## config.mk

```make
export PLATFORM = sky130hd
export DESIGN_NAME = sram_controller
export DESIGN_NICKNAME = d
export VERILOG_FILES = /design/src/rtl/sram_controller.sv
export SDC_FILE = /design/constraint.sdc
export NUM_CORES = 1
export LEC_CHECK = 0
export BUFFER_PORTS_ARGS = -buffer_cell sky130_fd_sc_hd__buf_2
export CAP_MARGIN = 20
export CELL_PAD_IN_SITES_DETAIL_PLACEMENT = 1
export CELL_PAD_IN_SITES_GLOBAL_PLACEMENT = 1
export CORE_MARGIN = 5
export CORE_UTILIZATION = 35
export CTS_CLUSTER_SIZE = 20
export DETAILED_ROUTE_END_ITERATION = 7
export PLACE_DENSITY = 0.88
export RECOVER_POWER = 100
export SLEW_MARGIN = 30
export SYNTH_ARGS = -nofsm -noshare
export SYNTH_HDL_FRONTEND = slang
export SYNTH_SLANG_ARGS = --single-unit
```

## constraint.sdc

```tcl
create_clock -name clk -period 6.3 [get_ports clk]
set_input_delay 0.945 -clock clk [delete_from_list [all_inputs] [get_ports clk]]
set_output_delay 0.945 -clock clk [all_outputs]
set_load 0.02 [all_outputs]
```

## src/rtl/sram_controller.sv

```systemverilog
// SRAM controller: 64-bit line reads and 32-bit word writes over a 16-bit
// SRAM bus, with a configurable number of wait cycles per halfword.
module sram_controller #(
  parameter int unsigned SRAM_WAIT = 1
) (
  input  logic        clk,
  input  logic        rst,
  input  logic        rdEn,
  input  logic        wrEn,
  input  logic [31:0] address,
  input  logic [31:0] writeData,
  output logic [63:0] readData,
  output logic        ready,
  output logic [17:0] sramAddr,
  output logic [15:0] sramDqOut,
  input  logic [15:0] sramDqIn,
  output logic        sramDqOe,
  output logic        sramWeN
);

  typedef enum logic [1:0] {
    IDLE,
    READ,
    WRITE,
    DONE
  } state_t;

  state_t      state, state_n;
  logic [1:0]  hw, hw_n;
  logic [2:0]  wcnt, wcnt_n;
  logic [16:0] addr_q;
  logic [31:0] wdata_q;
  logic        last_wait;
  logic        last_hw;
  logic        unused_ok;

  assign unused_ok = ^{address[31:19], address[1:0]};

  assign last_wait = (wcnt == 3'(SRAM_WAIT));
  assign last_hw   = (state == READ) ? (hw == 2'd3) : hw[0];

  always_ff @(posedge clk) begin
    if (rst) begin
      state    <= IDLE;
      hw       <= '0;
      wcnt     <= '0;
      addr_q   <= '0;
      wdata_q  <= '0;
      readData <= '0;
    end else begin
      state <= state_n;
      hw    <= hw_n;
      wcnt  <= wcnt_n;
      if (state == IDLE && (rdEn || wrEn)) begin
        addr_q  <= address[18:2];
        wdata_q <= writeData;
      end
      // capture on the final cycle of each access, once data has settled
      if (state == READ && last_wait)
        readData[{hw, 4'b0} +: 16] <= sramDqIn;
    end
  end

  always_comb begin
    state_n   = state;
    hw_n      = hw;
    wcnt_n    = wcnt;
    ready     = 1'b0;
    sramAddr  = '0;
    sramDqOut = '0;
    sramDqOe  = 1'b0;
    sramWeN   = 1'b1;
    unique case (state)
      IDLE: begin
        ready  = !rst && !rdEn && !wrEn;
        hw_n   = '0;
        wcnt_n = '0;
        if (wrEn)
          state_n = WRITE;
        else if (rdEn)
          state_n = READ;
      end
      READ: begin
        sramAddr = {addr_q[16:1], hw};
      end
      WRITE: begin
        sramAddr  = {addr_q, hw[0]};
        sramDqOut = hw[0] ? wdata_q[31:16] : wdata_q[15:0];
        sramDqOe  = 1'b1;
        sramWeN   = 1'b0;
      end
      DONE: begin
        ready   = 1'b1;
        state_n = IDLE;
      end
    endcase
    if (state == READ || state == WRITE) begin
      if (last_wait) begin
        wcnt_n = '0;
        if (last_hw) begin
          state_n = DONE;
          hw_n    = '0;
        end else begin
          hw_n = hw + 2'd1;
        end
      end else begin
        wcnt_n = wcnt + 3'd1;
      end
    end
  end

endmodule

```

==> out/results.ini <==
[run_status]
status = finished, violations left
violations = capacitance limit, slew limit

[floorplan]
floorplan.die_area_mm2 = 0.0180
die_x_um = 134
initial_utilization_pct = 35.6
die_h_um = 134
core-area_mm2 = 0.0151
ioPinCount = 185
floorplan.rows = 45

[place]
pre_cts_ws_ns = 3.47
dp_hpwl_mm = 11.0
gp_routability_congestion = 0.771
io_buffer_count = 169
numPlacedInstances = 964
placedInstanceArea_mm2 = 0.00635

[clock_network]
cts_setup_buffers = 0
tritoncts = yes
post_cts.resized_instances = 0
worst_setup_hold_path_clk_slew_ns = 0.06
cts_num_sinks = 120
number_of_buffers_added_by_the_clock_tree_synthesis_step = 17
ctsHoldBuffers = 0
ctsHtreeMaxLevel = 4
ctsRootBufferMaster = sky130_fd_sc_hd__clkbuf_16
cts_max_path_buffers = 2
clock_insertion_delay_worst_skew_ns = 0.42

[timing]
rsz0062_at_grt = false
fin_skew_ns = 0.00742
setup_tns_ns = 0
timing.max_slew.rel_slack_pct = -125
final.hold.worst_slack_ns = 0.448
period_needed_ns = 4.33
worst_slew_pin_slew_ns = 3.38
report.final.setup_viol = 0
hold_violations = 0
slew_viol_final = 111
fin_ws_ns = 1.97
fin_crit_sh_pct = 68.7
fmax_mhz = 231

[grt]
grt_first_pass_wirelength_mm = 26.4
antenna_found_initial = 0
grt_remaining_overflow = 0
first_global_vias = 5070
grt_max_degree = 77
grt.total_usage_pct = 18.4

[cells_and_area]
area.growth.synth_to_final_pct = 27.3
layout.filler_cells = 1910
stdcell_area_mm2 = 0.00687
nNetsFinal = 890
final_cell_count_no_fill = 997
drive_above_1_share_pct = 15.0
multi_input_comb_area_mm2 = 0.00275
seq_area_mm2 = 0.00240

[worst_setup_path]
crit_family = buffers and inverters
worst-setup-path-type = in2reg
critical_path.startpoint_type = input pin
cp_cell_sequence = buf_4, clkbuf_1, nor2b_1, nand2_1, mux2i_1
crit_path_max_fanout = 76
critPathSlowestCell = sky130_fd_sc_hd__clkbuf_1
setup.worst_path.end_class = flop
critical-path-max-stage-delay_ns = 2.41
cp_num_buf_inv = 2
required_ns = 6.58
cp.arrival_ns = 4.61

[synthesis]
synth.avg_cell_area_um2 = 8.31
register_bit_count_reported_by_yosys = 120
synth_nets = 744
synth-warning-count = 0
synth-seq-area-share_pct = 44.5
mappedNetlistArea_mm2 = 0.00540
synth_cell_type_count = 36
synthCells = 649

[detailed_routing]
postRouteAntennaNets = 0
drt-wirelength-per-cell_um = 16.8
detail_route.wirelength_mm = 16.7
vias_per_inst = 4.98
dr_total_vias = 4961
drtPass1Iterations = 4
drt-initial-drc-count = 249
drc = 0

[pwr]
total_leakage_power_nw = 2.91
worst_ir_drop_vdd_uv = 220
power_density_mw_per_mm2 = 367

[min_path]
worstHoldPathType = reg2reg

[job]
drv_cap = 3

cell usage after synthesis, drive strengths merged:
library cell | number | area, um2
nor4bb | 1 | 10.0
a22oi | 1 | 7.51
mux2i | 65 | 651
nor2b | 19 | 119
and4bb | 1 | 12.5
and3b | 2 | 17.5
nor2 | 20 | 75.1
a21boi | 1 | 7.51
a211oi | 1 | 7.51
ha | 11 | 138
buf | 10 | 58.8
and2 | 17 | 106
nand3 | 2 | 10.0
or3b | 2 | 20.0
a31oi | 1 | 6.26
nand2 | 150 | 563
a21oi | 72 | 360
dfxtp | 120 | 2400
nand2b | 49 | 307
o211a | 1 | 10.0
o21a | 2 | 15.0
clkinv | 1 | 3.75
or3 | 1 | 6.26
inv | 21 | 78.8
nand3b | 2 | 15.0
or2 | 1 | 6.26
clkbuf | 35 | 131
o41ai | 1 | 8.76
o21ai | 19 | 95.1
nor3 | 1 | 5.00
nor3b | 3 | 22.5
or4 | 16 | 120
state kept, by name, indices dropped and copies added (netlist names):
| signal | cells |
|---|---|
| readData | 64 |
| wdata_q | 32 |
| addr_q | 17 |
| wcnt | 3 |
| hw | 2 |
| state | 2 |
layer usage:
metal / track usage (%) / vias up / wire length, um
met5: 0 / - / 0
met4: 7.01 / 0 / 338
met1: 22.5 / 2358 / 7340
met3: 6.83 / 25 / 1380
met2: 29.6 / 150 / 7640
li1: - / 2428 / -
cell families after synthesis:
family	Yosys count	share of synthesized area, %
and+or+nand+nor	287	26.2
buffers and inverters	67	5.05
AOI/OAI and AO/OA	99	9.60
adders and majority gates	11	2.55
DFF	120	44.5
muxes	65	12.1
power by group:
part	total [W]	leakage [nW]	internal (W)	switching, W
sequential	0.000905	0.977	0.000853	0.0000525
clock	0.00106	0.310	0.000687	0.000369
combinational	0.000558	1.62	0.000179	0.000379
total	0.00252	2.91	0.00172	0.000801
metrics by stage:
stage,utilization (%),total power (W)
3_3_place_gp,41.8,0.00147
4_1_cts,46.2,0.00255
2_1_floorplan,-,0.00133
5_1_grt,45.3,0.00267
6_report,45.4,0.00252
3_5_place_dp,41.9,0.00149
final cells by class:
| class | count | area share [%] |
|---|---|---|
| Clock buffer | 19 | 6.59 |
| Clock inverter | 13 | 2.81 |
| Sequential cell | 120 | 35.0 |
| Multi-Input combinational cell | 462 | 40.0 |
| Timing Repair Buffer | 172 | 11.0 |
| Tap cell | 188 | 3.42 |
| Inverter | 22 | 1.20 |
| Antenna cell | 1 | 0.0364 |
cell usage in the layout, fill, tap and decap left out, drive strengths merged, types with 2 or more instances in the layout:
cell type    n
nand2      150
dfxtp      120
clkbuf     111
buf         80
a21oi       72
mux2i       65
nand2b      49
inv         23
nor2        20
nor2b       19
o21ai       19
and2        17
or4         16
ha          11
clkinv       6
bufinv       4
nor3b        3
nand3        2
and3b        2
nand3b       2
clkinvlp     2
o21a         2
or3b         2
path summary, 6_finish.rpt:
path,slack [ns],from,end,cells past startpoint
setup / recovery,1.97,rst,readData[22]$_SDFFE_PP0P_,5
hold / removal,0.45,addr_q[11]$_SDFFE_PP0P_,addr_q[11]$_SDFFE_PP0P_,2
setup reg to reg,3.07,hw[0]$_SDFF_PP0_,readData[49]$_SDFFE_PP0P_,5
hold reg to reg,0.45,addr_q[11]$_SDFFE_PP0P_,addr_q[11]$_SDFFE_PP0P_,2
worst register-to-register path, delay by kind of cell (launching register included):
kind	cells	cell delay, ns
mux	1	0.21
buf+inv	1	0.15
flops	1	0.46
simple gates	2	1.96
fa+ha+maj	1	0.37
No activity file was read; power rests on OpenSTA's default activity.
